$ cat src/rtl/riscv_pkg.sv
// Shared RV32I definitions for the writeback path: datapath width,
// result-source encoding and load funct3 codes.
package riscv_pkg;

  localparam int XLEN = 32;

  typedef enum logic [1:0] {
    RES_ALU  = 2'b00,
    RES_LOAD = 2'b01,
    RES_PC4  = 2'b10
  } result_src_e;

  localparam logic [2:0] F3_LB  = 3'b000;
  localparam logic [2:0] F3_LH  = 3'b001;
  localparam logic [2:0] F3_LW  = 3'b010;
  localparam logic [2:0] F3_LBU = 3'b100;
  localparam logic [2:0] F3_LHU = 3'b101;

endpackage

$ cat src/rtl/load_extend.sv
// Load alignment: picks the byte/halfword addressed by the low address bits
// out of the raw memory word and sign- or zero-extends it.
module load_extend
  import riscv_pkg::*;
(
  input  logic [2:0]  funct3,
  input  logic [1:0]  offset,
  input  logic [31:0] word,
  output logic [31:0] data
);

  logic [31:0] shifted;
  logic [7:0]  byte_sel;
  logic [15:0] half_sel;

  assign shifted  = word >> {offset, 3'b000};
  assign byte_sel = shifted[7:0];
  // Halfword loads ignore offset[0]; misaligned halves are not split.
  assign half_sel = offset[1] ? word[31:16] : word[15:0];

  always_comb begin
    data = word;
    unique case (funct3)
      F3_LB:   data = {{24{byte_sel[7]}}, byte_sel};
      F3_LBU:  data = {24'h0, byte_sel};
      F3_LH:   data = {{16{half_sel[15]}}, half_sel};
      F3_LHU:  data = {16'h0, half_sel};
      F3_LW:   data = word;
      default: data = word;
    endcase
  end

endmodule

$ cat src/rtl/memory_writeback_stage.sv
// MEM/WB pipeline register, writeback result selection and the
// retired-instruction counter feeding instret.
module memory_writeback_stage #(
  parameter int XLEN  = 32,
  parameter int CNT_W = 64
) (
  input  logic             clk,
  input  logic             rst,
  input  logic             validM,
  input  logic             RegWriteM,
  input  logic [1:0]       ResultSrcM,
  input  logic [2:0]       funct3M,
  input  logic [4:0]       RdM,
  input  logic [XLEN-1:0]  ALUResultM,
  input  logic [XLEN-1:0]  ReadDataM,
  input  logic [XLEN-1:0]  PCPlus4M,
  input  logic             StallW,
  input  logic             FlushW,
  output logic             RegWriteW,
  output logic [4:0]       RdW,
  output logic [XLEN-1:0]  ResultW,
  output logic [CNT_W-1:0] InstRetW
);
  import riscv_pkg::*;

  typedef struct packed {
    logic            valid;
    logic            regwrite;
    logic [4:0]      rd;
    logic [XLEN-1:0] alu;
    logic [XLEN-1:0] rdata;
    logic [XLEN-1:0] pc4;
    logic [2:0]      funct3;
    logic [1:0]      resultsrc;
  } wreg_t;

  wreg_t            w_d, w_q;
  logic [CNT_W-1:0] instret_d, instret_q;
  logic             retire;
  logic [31:0]      ld_data;

  // Count at entry only, so a stalled instruction is never counted twice.
  assign retire = validM & ~StallW & ~FlushW;

  always_comb begin
    w_d       = w_q;
    instret_d = instret_q + (retire ? CNT_W'(1) : CNT_W'(0));
    if (FlushW) begin
      w_d = '0;
    end else if (!StallW) begin
      w_d.valid     = validM;
      w_d.regwrite  = RegWriteM;
      w_d.rd        = RdM;
      w_d.alu       = ALUResultM;
      w_d.rdata     = ReadDataM;
      w_d.pc4       = PCPlus4M;
      w_d.funct3    = funct3M;
      w_d.resultsrc = ResultSrcM;
    end
  end

  always_ff @(posedge clk or negedge rst) begin
    if (!rst) begin
      w_q       <= '0;
      instret_q <= '0;
    end else begin
      w_q       <= w_d;
      instret_q <= instret_d;
    end
  end

  load_extend u_load_extend (
    .funct3 (w_q.funct3),
    .offset (w_q.alu[1:0]),
    .word   (w_q.rdata[31:0]),
    .data   (ld_data)
  );

  always_comb begin
    ResultW = '0;
    unique case (w_q.resultsrc)
      RES_ALU:  ResultW = w_q.alu;
      RES_LOAD: ResultW = XLEN'(ld_data);
      RES_PC4:  ResultW = w_q.pc4;
      default:  ResultW = '0;
    endcase
  end

  // x0 is hardwired zero, so never present a write to it.
  assign RegWriteW = w_q.valid & w_q.regwrite & (w_q.rd != 5'd0);
  assign RdW       = w_q.rd;
  assign InstRetW  = instret_q;

endmodule

$ cat config.mk
export PLATFORM = sky130hd
export DESIGN_NAME = memory_writeback_stage
export DESIGN_NICKNAME = d
export VERILOG_FILES = /design/src/rtl/riscv_pkg.sv /design/src/rtl/load_extend.sv /design/src/rtl/memory_writeback_stage.sv
export SDC_FILE = /design/constraint.sdc
export NUM_CORES = 1
export LEC_CHECK = 0
export CAP_MARGIN = 20
export CELL_PAD_IN_SITES_DETAIL_PLACEMENT = 0
export CELL_PAD_IN_SITES_GLOBAL_PLACEMENT = 2
export CORE_ASPECT_RATIO = 0.8
export CORE_UTILIZATION = 33
export CTS_CLUSTER_SIZE = 24
export DETAILED_ROUTE_END_ITERATION = 12
export PLACE_DENSITY_LB_ADDON = 0.1
export SKIP_CTS_REPAIR_TIMING = 1
export SLEW_MARGIN = 15
export SYNTH_ARGS = -nofsm -noshare
export SYNTH_HDL_FRONTEND = slang
export SYNTH_SLANG_ARGS = --single-unit
$ cat constraint.sdc
create_clock -name clk -period 4.64 [get_ports clk]
set_input_delay 1.16 -clock clk [delete_from_list [all_inputs] [get_ports clk]]
set_output_delay 1.16 -clock clk [all_outputs]
set_load 0.01 [all_outputs]
==> flow_summary_export.csv, run 1 <==
group,metric,value,unit
routing,wl,25700,µm
clocking,cts_buffer_depth,2,
synthesis,synth_fp_nets,937,
synthesis,synth_top_family_by_area,"multiplexers",
die,fp.dieArea,26650,µm²
clocking,cts_tree,"yes",
global_routing,grt.busiest_layer,"met1",
die,start_util,33.73,%
synthesis,synthFlopType,"dfrtp_1",
power_and_ir_drop,seqPwrFrac,46.1,%
synthesis,synth-simple-area-share,16.89,%
synthesis,ys_ff_latch,172,
routing,first_pass_iters,5,
global_routing,track_usage,20.10,%
global_routing,grt_remaining_overflow,0,
clocking,numCtsBuffers,17,
global_routing,grt_util_met3,6.186,%
global_routing,use_met1,30.02,%
setup_path,critPathLaunchType,"flop",
global_routing,antenna_found_initial,4,
die,ioPinCount,214,
power_and_ir_drop,ir_drop,0.2563,mV
power_and_ir_drop,p_per_area,307.8,nW/µm²
global_routing,grt_max_degree,80,
synthesis,muxShareOfSynthArea,17.89,%
die,rows,52,
setup_path,reg2reg_slack,2.18,ns
power_and_ir_drop,p_comb_share,14.8,%
setup_path,crit_arrival,2.89,ns
worst_hold_path,hold_path.class,"reg2reg",
clocking,htreeDepth,4,
synthesis,synth-async-reset-ratio,100.0,%
sta,fin_crit,4.050,ns
sta,clock_skew,0.01403,ns
place,place_hpwl,18250,µm
setup_path,critPathKind,"reg2out",
sta,tightest_slew,0.8050,ns
synthesis,synth_cell_types,44,
synthesis,synth_edf_count,0,
finish,final_cells,1379,
global_routing,grt_pass1_wl,41120,µm
clocking,insertion_delay,0.43,ns
run,drv_cap,0,
synthesis,synth_seq_area_share,50.17,%
routing,vias,6812,
sta,maxSlewHeadroom,46.33,%
clocking,clock-root-buffer,"clkbuf_16",
sta,max_freq,0.2469,GHz
routing,drc,0,
synthesis,syn_inst,823,
power_and_ir_drop,p_leak,5.193,nW
power_and_ir_drop,p_sw,964.0,µW
sta,period_share,87.28,%
setup_path,crit_path_end_kind,"output port",
finish,fill_cells,2455,
global_routing,grt_pass1_vias,6888,
power_and_ir_drop,p_int,2.602,mW
routing,post_drt_wl_per_cell,18.64,µm
sta,finalSetupViolCount,0,
clocking,cts.reportedPaths.clkPinSlew,0.07,ns
synthesis,yosysWarnings,0,
place,portBuffers,213,
synthesis,netlist_area,8579,µm²
place,place_inst,1345,
setup_path,worstPathMaxFanout,17,
die,die_w,182.3,µm
routing,avgViaCountPerCell,4.940,
place,globalplace.congestion,0.7771,
finish,area.growth.synth_to_final,35.06,%
routing,ant_nets,0,
outcome,outcome,"complete, no violations",
clocking,cts_sinks,172,
sta,rsz0062_at_grt,"no",
finish,drive_above_1_share,6.823,%
sta,slew_violations,0,
die,coreArea,25440,µm²
global_routing,use_met2,28.41,%
routing,first_iter_violations,349,
die,fp.dieH,146.2,µm
power_and_ir_drop,clkPwrFrac,39.1,%
synthesis,synth_fa_ha_area_share,0.2917,%
synthesis,synth_compound_area_share,5.177,%
synthesis,postSynthAreaPerCell,10.42,µm²
setup_path,required,3.48,ns
power_and_ir_drop,switching_share,27.03,%
sta,final_hold_viol_count,0,
synthesis,synthXorXnorAreaFrac,6.329,%
finish,num-nets-final,1127,
sta,tns,0,ns
==> power by group through the flow <==
stage          clock, mW  sequential, mW  combinational, mW
6_report            1.40            1.64              0.527
5_1_grt             1.51            1.65              0.578
4_1_cts             1.45            1.64              0.536
3_5_place_dp           0            1.67              0.533
3_3_place_gp           0            1.67              0.532
2_1_floorplan          0            1.65              0.244
==> per-stage QoR <==
stage | total power [mW] | utilization (%) | worst slack (ns) | hold slack, ns | area (µm²)
2_1_floorplan | 1.897 | - | 1.220 | 0.4885 | 8579
3_3_place_gp | 2.204 | 43.32 | 0.7752 | 0.4602 | 11020
3_5_place_dp | 2.204 | 43.32 | 0.7204 | 0.4663 | 11020
4_1_cts | 3.625 | 45.53 | 0.5838 | 0.4767 | 11580
5_1_grt | 3.737 | 45.54 | 0.3019 | 0.4850 | 11580
6_report | 3.566 | 45.55 | 0.5901 | 0.4673 | 11590
==> cell usage in the layout (no fill, tap or decap), types with 2 or more instances in the layout <==
| cell | count |
|---|---|
| nor4_1 | 13 |
| nor2b_1 | 2 |
| and2_1 | 4 |
| buf_6 | 2 |
| nand4_1 | 15 |
| nand2b_1 | 4 |
| mux4_2 | 2 |
| clkinvlp_4 | 3 |
| diode_2 | 2 |
| nand2_1 | 36 |
| clkinv_4 | 2 |
| nand3_1 | 26 |
| nand4_2 | 4 |
| o21ai_0 | 16 |
| o211ai_1 | 2 |
| o221ai_1 | 7 |
| ha_1 | 2 |
| xnor2_1 | 27 |
| nor2_1 | 150 |
| a31oi_1 | 5 |
| nor3_1 | 24 |
| mux2_2 | 7 |
| and4_1 | 5 |
| dfrtp_1 | 171 |
| o22ai_1 | 27 |
| clkdlybuf4s50_1 | 210 |
| and3_1 | 5 |
| xor2_1 | 35 |
| inv_6 | 5 |
| clkbuf_16 | 17 |
| clkbuf_1 | 2 |
| nor4_4 | 2 |
| a211oi_1 | 6 |
| mux2i_1 | 141 |
| buf_4 | 15 |
| inv_1 | 11 |
| a21oi_1 | 5 |
==> critical path, stage by stage (launching register included) <==
cell and delay [ns]:
dfrtp_1 0.70, nand2b_1 0.47, nand2_1 0.10, a31oi_1 0.27, o221ai_1 0.19, o21ai_0 0.15, clkdlybuf4s50_1 0.58
==> worst paths after layout <==
check                      cells past startpoint                     end                   start
max                                            6              ResultW[0]      w_q[2]$_DFFE_PN0P_
min                                            1  InstRetW[63]$_DFF_PN0_  InstRetW[63]$_DFF_PN0_
max reg2reg                                    7  InstRetW[62]$_DFF_PN0_   InstRetW[0]$_DFF_PN0_
min reg2reg                                    1  InstRetW[63]$_DFF_PN0_  InstRetW[63]$_DFF_PN0_
max in group asynchronous                      2     w_q[30]$_DFFE_PN0P_                     rst
min in group asynchronous                      1     w_q[65]$_DFFE_PN0P_                     rst
==> cells in the mapped netlist, types with 5 or more instances <==
cell type | count | area share [%]
dfrtp_1 | 172 | 50
nor2_1 | 150 | 6.6
mux2i_1 | 141 | 16
nand2_1 | 36 | 1.6
xor2_1 | 35 | 3.6
clkbuf_1 | 34 | 1.5
o22ai_1 | 27 | 2.0
xnor2_1 | 27 | 2.8
nand3_1 | 26 | 1.5
nor3_1 | 24 | 1.4
o21ai_0 | 16 | 0.93
nand4_1 | 15 | 1.1
nor4_1 | 13 | 0.95
buf_1 | 12 | 0.52
inv_1 | 11 | 0.48
mux2_2 | 7 | 0.92
o221ai_1 | 7 | 0.71
a211oi_1 | 6 | 0.52
buf_4 | 6 | 0.52
a21oi_1 | 5 | 0.29
a31oi_1 | 5 | 0.36
and3_1 | 5 | 0.36
and4_1 | 5 | 0.51
==> layer usage <==
metal	routed length (µm)	vias to the layer above
li1	-	3263
met1	12980	3341
met2	10870	183
met3	1593	19
met4	219	6
met5	36	-
==> area by class of cell <==
type	count	area, µm²	share of cell area (%)
antenna	2	5.005	0.04319
sequential	172	4305	37.16
clock buffer	19	432.9	3.736
tap	351	439.2	3.790
clock inverter	13	130.1	1.123
inverter	11	41.29	0.3563
timing repair buffer	227	2237	19.31
multi-input combinational	584	3996	34.49
==> registers in the layout, summed over array words and instances (netlist names) <==
register,cells
w_q,103
InstRetW,64
RdW,5
==> cells by family after synthesis <==
kind of cell | after synthesis
simple gates | 300
buf+inv | 67
xor+xnor | 62
mux | 150
flops | 172
fa+ha+maj | 2
compound gates | 70
Note: power is estimated with default switching activity, not from simulation.
==> inputs of run 2 (changes only) <==
--- a/config.mk
+++ b/config.mk
@@ -8,10 +8,11 @@
 export CAP_MARGIN = 20
 export CELL_PAD_IN_SITES_DETAIL_PLACEMENT = 0
 export CELL_PAD_IN_SITES_GLOBAL_PLACEMENT = 2
-export CORE_ASPECT_RATIO = 0.8
+export CORE_ASPECT_RATIO = 0.75
 export CORE_UTILIZATION = 33
 export CTS_CLUSTER_SIZE = 24
 export DETAILED_ROUTE_END_ITERATION = 12
+export GPL_TIMING_DRIVEN = 0
 export PLACE_DENSITY_LB_ADDON = 0.1
 export SKIP_CTS_REPAIR_TIMING = 1
 export SLEW_MARGIN = 15
==> run 2 against run 1 <==
Compared with the run above: critical endpoint is now ResultW[27]; largest power group unchanged; sequential share of layout area shrank 0.47 points; flip-flop and latch count stayed put; sequential power barely moved; global-route usage is 1.0 points higher.
==> flow_summary_export.csv, run 2 (same netlist as run 1, synthesis figures left out) <==
group,metric,value,unit
clocking,clock-root-buffer,"clkbuf_16",
outcome,outcome,"complete, no violations",
place,place_hpwl,20400,µm
clocking,insertion_delay,0.44,ns
routing,wl,27250,µm
sta,final_hold_viol_count,0,
setup_path,crit_path_end_kind,"output port",
setup_path,r2r_cells,8,
die,coreArea,25210,µm²
sta,rsz0062_at_grt,"no",
clocking,cts_tree,"yes",
die,fp.dieArea,26650,µm²
setup_path,critPathLaunchType,"flop",
global_routing,grt_max_degree,91,
setup_path,cp_slowest_stage_delay,0.61,ns
routing,post_drt_wl_per_cell,19.37,µm
routing,first_pass_iters,5,
sta,max_freq,0.2262,GHz
worst_hold_path,hold_depth,1,
finish,drive_above_1_share,6.273,%
worst_hold_path,hold_path.class,"reg2reg",
die,start_util,34.03,%
global_routing,grt_pass1_vias,6856,
setup_path,critPathSlowestCell,"clkdlybuf4s50_1",
setup_path,cp_top_family,"buffers and inverters",
die,rows,50,
global_routing,antenna_found_initial,4,
power_and_ir_drop,total_power,3.627,mW
place,portBuffers,211,
setup_path,cp.depth,6,
setup_path,worstPathMaxFanout,10,
finish,regMostFlops,"w_q",
global_routing,track_usage,21.14,%
clocking,numCtsBuffers,17,
finish,layout_commonest_cell,"clkdlybuf4s50_1",
sta,maxSlewHeadroom,34.76,%
routing,drc,0,
place,dp_slack,0.2034,ns
sta,tightest_slew,0.9786,ns
clocking,htreeDepth,4,
clocking,cts_buffer_depth,2,
power_and_ir_drop,ir_drop,0.2636,mV
sta,fin_crit,4.420,ns
finish,fin_area,11730,µm²
clocking,cts_sinks,172,
sta,finalSetupViolCount,0,
setup_path,path_buf_inv,3,
routing,ant_nets,0,
global_routing,grt_pass1_wl,42170,µm
die,die_w,188.2,µm
power_and_ir_drop,p_per_area,309.2,nW/µm²
finish,area.growth.synth_to_final,36.75,%
global_routing,grt_remaining_overflow,0,
finish,final_cells,1407,
setup_path,crit_chain,"clkbuf_1 -> nor2b_1 -> nand2_1 -> clkbuf_1 -> o22ai_1 -> clkdlybuf4s50_1",
sta,postLayoutSetupSlackWorst,0.2199,ns
sta,period_share,95.26,%
finish,final_cell_mix,"210 x clkdlybuf4s50_1, 172 x dfrtp_1, 150 x nor2_1",
place,place_inst,1374,
sta,slew_violations,0,
setup_path,required,3.48,ns
power_and_ir_drop,p_leak,5.240,nW
place,globalplace.congestion,0.8612,
sta,tns,0,ns
die,ioPinCount,214,
setup_path,crit_arrival,3.26,ns
run,drv_cap,0,
routing,vias,6923,
routing,avgViaCountPerCell,4.920,
sta,clock_skew,0.009271,ns
finish,num-nets-final,1169,
clocking,cts.reportedPaths.clkPinSlew,0.07,ns
finish,fill_cells,2409,
setup_path,crit_path_frequent_cell,"clkbuf_1",
routing,first_iter_violations,449,
finish,largest_register_ffs,103,
setup_path,critPathKind,"reg2out",
die,fp.dieH,141.6,µm
place,place_area,11150,µm²
run 2: layout make-up:
class / instances / area [µm²] / share of cell area [%]
Antenna cell: 1 / 2.502 / 0.02133
Timing Repair Buffer: 213 / 2150 / 18.32
Clock inverter: 15 / 152.6 / 1.301
Tap cell: 338 / 422.9 / 3.605
Multi-Input combinational cell: 584 / 3996 / 34.06
Sequential cell: 172 / 4304 / 36.69
Buffer: 56 / 237.7 / 2.026
Clock buffer: 17 / 425.4 / 3.626
Inverter: 11 / 41.29 / 0.3519
run 2: worst paths after layout:
| path | start | endpoint | slack [ns] |
|---|---|---|---|
| worst max register to register | InstRetW[0]$_DFF_PN0_ | InstRetW[32]$_DFF_PN0_ | 2.29 |
| max in group asynchronous | rst | InstRetW[17]$_DFF_PN0_ | 3.05 |
| worst min register to register | InstRetW[63]$_DFF_PN0_ | InstRetW[63]$_DFF_PN0_ | 0.47 |
| worst min-delay path | InstRetW[63]$_DFF_PN0_ | InstRetW[63]$_DFF_PN0_ | 0.47 |
| min in group asynchronous | rst | w_q[43]$_DFFE_PN0P_ | 0.69 |
| worst max-delay path | w_q[0]$_DFFE_PN0P_ | ResultW[27] | 0.22 |
run 2: worst register-to-register path: stages (launching register included):
cell     delay (ns)
dfrtp_1        0.36
ha_1           0.20
ha_1           0.24
nand4_1        0.20
nor4_4         0.28
nand2_1        0.33
buf_2          0.32
nor3_1         0.19
xor2_1         0.16
run 2: power by group:
part	leakage (nW)	switching [mW]	total (mW)	internal (mW)
clock network	0.271	0.676	1.43	0.759
registers	2.29	0.0701	1.64	1.57
logic	2.68	0.267	0.552	0.285
total	5.24	1.01	3.63	2.61
run 2: through the flow:
stage | utilization (%) | hold slack, ns
after detailed placement | 44.23 | 0.4663
after global placement | 44.08 | 0.4592
after CTS | 46.53 | 0.4765
after floorplan | - | 0.4885
after global routing | 46.53 | 0.5050
final | 46.54 | 0.4670
run 2: metal layers:
layer / share of wire [%] / global-route usage (%) / vias up
li1: - / - / 3354
met1: 52 / 33.25 / 3345
met2: 40 / 27.89 / 205
met3: 6.9 / 5.887 / 15
met4: 0.81 / 4.750 / 4
met5: 0.077 / 0 / -
